### config.mk
export PLATFORM = sky130hd
export DESIGN_NAME = reg_dump_unit_flat
export DESIGN_NICKNAME = d
export VERILOG_FILES = /design/src/rtl/reg_dump_unit_if.sv /design/src/rtl/reg_dump_unit.sv /design/src/flat_wrapper.sv
export SDC_FILE = /design/constraint.sdc
export NUM_CORES = 1
export LEC_CHECK = 0
export BUFFER_PORTS_ARGS = -buffer_cell sky130_fd_sc_hd__buf_2
export CAP_MARGIN = 20
export CELL_PAD_IN_SITES_DETAIL_PLACEMENT = 1
export CELL_PAD_IN_SITES_GLOBAL_PLACEMENT = 1
export CORE_MARGIN = 4
export CORE_UTILIZATION = 33
export DETAILED_ROUTE_END_ITERATION = 8
export PLACE_DENSITY = 0.76
export SLEW_MARGIN = 20
export SYNTH_ARGS = -nofsm -noshare
export SYNTH_HDL_FRONTEND = slang
export SYNTH_SLANG_ARGS = --single-unit
export TNS_END_PERCENT = 1
### constraint.sdc
create_clock -name clk -period 2 [get_ports clk]
set_input_delay 0.3 -clock clk [delete_from_list [all_inputs] [get_ports clk]]
set_output_delay 0.3 -clock clk [all_outputs]
set_load 0.03 [all_outputs]
### src/rtl/reg_dump_unit_if.sv
// Beat stream from the register dump engine to the debug/trace link.
interface reg_dump_unit_if #(
  parameter int ADDR_W = 5,
  parameter int DATA_W = 32
);
  logic              out_valid;
  logic              out_ready;
  logic [ADDR_W-1:0] out_addr;
  logic [DATA_W-1:0] out_data;
  logic              out_last;

  modport master (output out_valid, out_addr, out_data, out_last, input out_ready);
  modport slave  (input out_valid, out_addr, out_data, out_last, output out_ready);
endinterface

### src/rtl/reg_dump_unit.sv
// Walks x0..x(NUM_REGS-1) through a spare RF read port and streams (addr,data) beats, one per 2 cycles;
// stalls in SEND while out_ready is low. REG_DUMP_CHECKSUM_EN appends an XOR checksum beat.
module reg_dump_unit #(
  parameter int NUM_REGS = 32,
  parameter int DATA_W   = 32,
  parameter int ADDR_W   = 5
) (
  input  logic              clk,
  input  logic              reset_n,
  input  logic              start,
  input  logic              abort,
  output logic [ADDR_W-1:0] rf_addr,
  input  logic [DATA_W-1:0] rf_data,
  reg_dump_unit_if.master   dump,
  output logic              busy,
  output logic              done
);

  typedef enum logic [1:0] {IDLE, READ, SEND, FIN} state_t;

  state_t            state_q, state_d;
  logic [ADDR_W-1:0] idx_q, idx_d;
  logic [ADDR_W-1:0] addr_q, addr_d;
  logic [DATA_W-1:0] data_q, data_d;
  logic              last_q, last_d;
  logic              final_idx;
  logic              accept;
`ifdef REG_DUMP_CHECKSUM_EN
  logic [DATA_W-1:0] csum_q, csum_d;
  logic              csum_beat_q, csum_beat_d;
`endif

  assign final_idx = (idx_q == ADDR_W'(NUM_REGS - 1));
  assign accept    = (state_q == SEND) && dump.out_ready;

  always_comb begin
    state_d     = state_q;
    idx_d       = idx_q;
    addr_d      = addr_q;
    data_d      = data_q;
    last_d      = last_q;
`ifdef REG_DUMP_CHECKSUM_EN
    csum_d      = csum_q;
    csum_beat_d = csum_beat_q;
`endif
    case (state_q)
      IDLE: begin
        if (start && !abort) begin
          state_d = READ;
          idx_d   = '0;
`ifdef REG_DUMP_CHECKSUM_EN
          csum_d      = '0;
          csum_beat_d = 1'b0;
`endif
        end
      end
      READ: begin
        addr_d  = idx_q;
        data_d  = rf_data;
        state_d = SEND;
`ifdef REG_DUMP_CHECKSUM_EN
        last_d  = 1'b0;
        csum_d  = csum_q ^ rf_data;
`else
        last_d  = final_idx;
`endif
      end
      SEND: begin
        if (accept) begin
`ifdef REG_DUMP_CHECKSUM_EN
          if (csum_beat_q) begin
            state_d = FIN;
          end else if (final_idx) begin
            // Checksum beat reuses SEND directly; there is no register to read.
            addr_d      = '0;
            data_d      = csum_q;
            last_d      = 1'b1;
            csum_beat_d = 1'b1;
          end else begin
            idx_d   = idx_q + 1'b1;
            state_d = READ;
          end
`else
          if (final_idx) begin
            state_d = FIN;
          end else begin
            idx_d   = idx_q + 1'b1;
            state_d = READ;
          end
`endif
        end
      end
      FIN: state_d = IDLE;
      default: state_d = IDLE;
    endcase
    if (abort && state_q != IDLE) state_d = IDLE;
  end

  always_ff @(posedge clk or negedge reset_n) begin
    if (!reset_n) begin
      state_q     <= IDLE;
      idx_q       <= '0;
      addr_q      <= '0;
      data_q      <= '0;
      last_q      <= 1'b0;
`ifdef REG_DUMP_CHECKSUM_EN
      csum_q      <= '0;
      csum_beat_q <= 1'b0;
`endif
    end else begin
      state_q     <= state_d;
      idx_q       <= idx_d;
      addr_q      <= addr_d;
      data_q      <= data_d;
      last_q      <= last_d;
`ifdef REG_DUMP_CHECKSUM_EN
      csum_q      <= csum_d;
      csum_beat_q <= csum_beat_d;
`endif
    end
  end

  assign rf_addr        = (state_q == READ) ? idx_q : '0;
  assign dump.out_valid = (state_q == SEND);
  assign dump.out_addr  = addr_q;
  assign dump.out_data  = data_q;
  assign dump.out_last  = last_q;
  assign busy           = (state_q != IDLE);
  // An abort landing in FIN suppresses the pulse.
  assign done           = (state_q == FIN) && !abort;

endmodule
### src/flat_wrapper.sv
// flat-port wrapper written by rule: the top's interface ports become plain ports
module reg_dump_unit_flat 
#(
  parameter int NUM_REGS = 32,
  parameter int DATA_W   = 32,
  parameter int ADDR_W   = 5
)
  (clk, reset_n, start, abort, rf_addr, rf_data, busy, done, dump_out_valid, dump_out_addr, dump_out_data, dump_out_last, dump_out_ready);
  reg_dump_unit_if #(.ADDR_W(ADDR_W), .DATA_W(DATA_W)) dump_i ();
  input  logic clk;
  input  logic reset_n;
  input  logic start;
  input  logic abort;
  output logic [ADDR_W-1:0] rf_addr;
  input  logic [DATA_W-1:0] rf_data;
  output logic busy;
  output logic done;
  output wire logic [$bits(dump_i.out_valid)-1:0] dump_out_valid;
  output wire logic [$bits(dump_i.out_addr)-1:0] dump_out_addr;
  output wire logic [$bits(dump_i.out_data)-1:0] dump_out_data;
  output wire logic [$bits(dump_i.out_last)-1:0] dump_out_last;
  input wire logic [$bits(dump_i.out_ready)-1:0] dump_out_ready;
  assign dump_out_valid = dump_i.out_valid;
  assign dump_out_addr = dump_i.out_addr;
  assign dump_out_data = dump_i.out_data;
  assign dump_out_last = dump_i.out_last;
  assign dump_i.out_ready = dump_out_ready;
  reg_dump_unit #(.NUM_REGS(NUM_REGS), .DATA_W(DATA_W), .ADDR_W(ADDR_W)) u_core (.clk(clk), .reset_n(reset_n), .start(start), .abort(abort), .rf_addr(rf_addr), .rf_data(rf_data), .dump(dump_i), .busy(busy), .done(done));
endmodule
Word level (Yosys, flattened, before mapping)
Index checks and enable logic that the tools add are counted.
- register bits: 45
- input port bits: 37
- output and inout port bits: 46
- logic and storage cells: 35
- add/sub/neg operators: 1
- reductions and logical operators: 10
- eq/ne operators: 9
- mux-type cells: 10
- operators by type and width (operator ; number):
    5-bit two-way mux ; 4
    5-bit case mux with 2 select lines ; 1
    2-bit two-way mux ; 4
    2-bit case mux with 4 select lines ; 1
    3-bit by 1-bit != test with 1-bit output, second input constant ; 2
    5-bit by 1-bit adder with 5-bit output, second input constant ; 1
    5-bit == test, second input constant ; 1
    2-bit == test, second input constant ; 2
    1-bit logical AND ; 4
    2-bit by 1-bit != test with 1-bit output, second input constant ; 2
    4-bit AND reduction ; 1
    2-bit nonzero test ; 2
    2-bit by 1-bit == test with 1-bit output, second input constant ; 1
    2-bit zero test ; 1
    2-bit != test, second input constant ; 1
    2-bit AND reduction ; 1
    1-bit zero test ; 1

Depth between registers and ports, before layout
- word-level depth: 5
- mapped depth: 6

Worst setup path after synthesis
Ideal clock, no wire load.
- path type: register -> register
- start: register u_core.idx_q[0]
- end: register u_core.idx_q[3]
- cell stages (with the launch flop): 6
- path buffers: 0
- slack: 0.342 ns
- library setup time: 0.104 ns
- arrival: 1.554 ns
- path through: dfrtp_1 -> ha_1 -> and3_1 -> ha_1 -> nand4bb_1 -> o311ai_1
- elaborated cells between the ends (all ways): 7
- RTL lines (item ; line ; source):
    start, declared ; reg_dump_unit.sv:22 ; logic [ADDR_W-1:0] idx_q, idx_d;
    start signal, assigned ; reg_dump_unit.sv:112 ; idx_q <= idx_d;
    5-bit == test ; reg_dump_unit.sv:33 ; assign final_idx = (idx_q == ADDR_W'(NUM_REGS - 1));
    via u_core.final_idx ; reg_dump_unit.sv:26 ; logic final_idx;
    2-bit != test (no source line) ; - ;
    4-bit AND reduction (no source line) ; - ;
The timed path passes the listed nets, and every way through them passes these cells. The select of a mux whose other input is x is not followed.
A chain may end at the register's enable or synchronous reset.

Final worst setup path
Ends and elaborated chain as after synthesis.

==> results.yml <==
power:
  power.leakage_uw: 0.00147
  total_power_uw: 2690
  peakVddDrop_mv: 0.454
  power_density_mw_per_mm2: 1090
hold_path:
  min_path_cells: 3
  hold_class: "input port to flip-flop"
  min_to: "u_core.dump.out_data[23]"
  min_from: "rf_data[23]"
clock_tree:
  cts_buffer_depth: 2
  clockRootBuffer: "clkbuf_8"
  clk_pin_slew_worst_paths_ns: 0.09
  clock-sinks: 45
  cts_tree: "done"
  cts_resized: 0
  cts_buffers: 5
  htreeDepth: 2
  clock_latency_ns: 0.29
routing:
  wire_per_inst_um: 13.5
  drt-pass1-iter-count: 4
  vias_per_cell: 4.59
  drt-total-wl_mm: 4.74
  met3_length_um: 385
  top_layer: "met4"
  drtIter0Drc: 43
  drc: 0
  dr_wl_met2_mm: 2.36
  ant_nets: 0
  vias: 1617
  drt-met1-wl_mm: 1.97
cells_and_area:
  drive_gt1_share_pct: 34.4
  finalNetCount: 320
  diodes: 0
  final_common_cell: "nand2_1"
  area_growth_pct: 34.1
  final_cell_mix: "nand2_1, buf_2, dfrtp_1, nand3_1"
sta:
  fmax_ghz: 0.534
  hold_violations: 0
  period_minus_slack_ns: 1.87
  slew_headroom_pct: 64.4
  clock_skew_ns: 0.00780
  rsz0062_at_grt: "yes"
  whs_ns: 0.194
  slew_violations: 0
  fin_crit_sh_pct: 93.6
  setup_violations: 0
  worstMarginPinSlew_ns: 0.534
placement:
  gp_congestion: 0.777
  numPortBuffers: 82
  dp_hpwl_mm: 3.64
floorplan:
  die_h_um: 82.5
  dieWidth_um: 82.5
  io_pins: 83
  start_util_pct: 34.9
  core_mm2: 0.00524
  die-area_mm2: 0.00680
  num_rows: 26
synthesis:
  synth_top_area_share_pct: 61.6
  yosys_register_bits: 45
  syn_inst: 196
  syn_avg_cell_area_um2: 9.33
  syn_nets: 235
  synthesis.area_mm2: 0.00183
  synth_area_leaders: "dfrtp_1, nand2_1, a21o_1, mux2i_1, nand3_1"
  ys_seq_area_share_pct: 61.6
  yosysUniqueCellTypes: 25
  yosys_warnings: 0
  yosysTopAreaCell: "dfrtp_1"
grt:
  grt.overflow.total: 0
  grt_pass1_vias: 1686
  grtUsageTotal_pct: 14.9
  grt_max_degree: 40
  grt_antenna_before_repair: 0
  grt_pass1_wl_mm: 7.78
worst_setup_path:
  arrival_ns: 2.07
  crit_fanout: 6
  r2r-end: "u_core.idx_q[3]"
  crit_chain: "ha_1, and3_1, ha_1, nand4bb_1, o311ai_1"
  slowest_delay_ns: 0.43
  startpoint_type: "flip-flop"
  end_kind: "flip-flop"
  reg2reg_depth: 5
  r2r_slack_ns: 0.13
  critical_path_required_ns: 2.19
  cpMostUsedCell: "ha_1"
  slowest_stage: "dfrtp_1"
  r2r_start: "u_core.idx_q[0]"
  critPathKind: "flip-flop to flip-flop"
flow_run:
  drv_cap: 0
outcome:
  outcome: "finished, final reports clean"
registers in the layout, indices dropped and copies added (netlist names):
register and flops:
u_core.dump.out_data 32, u_core.idx_q 5, u_core.state_q 2, u_core.dump.out_addr 5
u_core.dump.out_last 1
Yosys cell counts (all sizes together):
library cell,count
nand2b,1
dfrtp,45
o21ai,2
or4b,1
or2,1
inv,2
clkbuf,3
and2b,1
buf,6
a21oi,1
nand3,6
nor4bb,1
a21o,5
ha,2
and3,1
nor2,2
and2,4
nor3,1
o311ai,1
nand2,105
mux2i,3
nand4bb,1
nor2b,1
worst max path at each step:
stage | start | endpoint | slack [ns] | depth (start not counted)
2_1_floorplan | u_core.idx_q[0] | u_core.idx_q[3] | 0.34 | 5
3_3_place_gp | u_core.idx_q[0] | u_core.idx_q[3] | 0.23 | 5
3_5_place_dp | u_core.idx_q[0] | u_core.idx_q[4] | 0.16 | 6
4_1_cts | u_core.idx_q[0] | u_core.idx_q[3] | 0.15 | 5
5_1_grt | u_core.idx_q[0] | u_core.idx_q[2] | -0.03 | 6
6_report | u_core.idx_q[0] | u_core.idx_q[3] | 0.13 | 5
worst max-delay path: cells and delay by family (launching register included):
| kind | cells | cell delay [ns] |
|---|---|---|
| AO/OA/AOI/OAI | 1 | 0.35 |
| AND/OR/NAND/NOR | 2 | 0.55 |
| adder cells (fa/ha/maj) | 2 | 0.44 |
| flip-flops | 1 | 0.43 |
kinds of logic (layout without fill, tap and decap cells):
family / after synthesis / count (layout) / synth area share (%)
DFF: 45 / 45 / 61.6
buffers and inverters: 11 / 97 / 3.01
adders and majority gates: 2 / 2 / 1.37
muxes: 3 / 3 / 1.64
AOI/OAI and AO/OA: 9 / 9 / 3.35
and+or+nand+nor: 126 / 126 / 29.1
final cells by class:
type | instances | area (um2)
fillers | 639 | 2780
flip-flops and latches | 45 | 1130
multi-input cells | 140 | 648
repair buffers | 87 | 450
well taps | 70 | 87.6
clock buffers | 5 | 68.8
clock inverters | 3 | 65.1
inverters | 2 | 7.51
stage by stage:
step / std cells / utilization (%) / setup TNS (ns) / setup WS, ns / instance area [um2]
floorplan: 196 / - / 0 / 0.342 / 1830
global placement: 343 / 44.1 / 0 / 0.227 / 2310
detailed placement: 343 / 44.1 / 0 / 0.157 / 2310
CTS: 352 / 46.8 / 0 / 0.145 / 2450
global route: 352 / 46.8 / -0.0652 / -0.0331 / 2450
finish: 352 / 46.8 / 0 / 0.127 / 2450
metal layers:
metal	vias up	global-route usage [%]
met5	-	0
met4	0	2.49
met3	4	4.56
met2	53	25.9
met1	775	18.4
li1	785	-
where the power goes:
group          switching (uW)  internal [uW]
combinational             531            213
sequential               88.0           1070
clock                     294            496
total                     912           1770
timing repair:
item                       CTS  global route
hold buffers                 1             0
hold endpoints to repair    23             0
setup buffers                0             0
setup endpoints to repair    0             3
(Power assumes the default switching activity.)
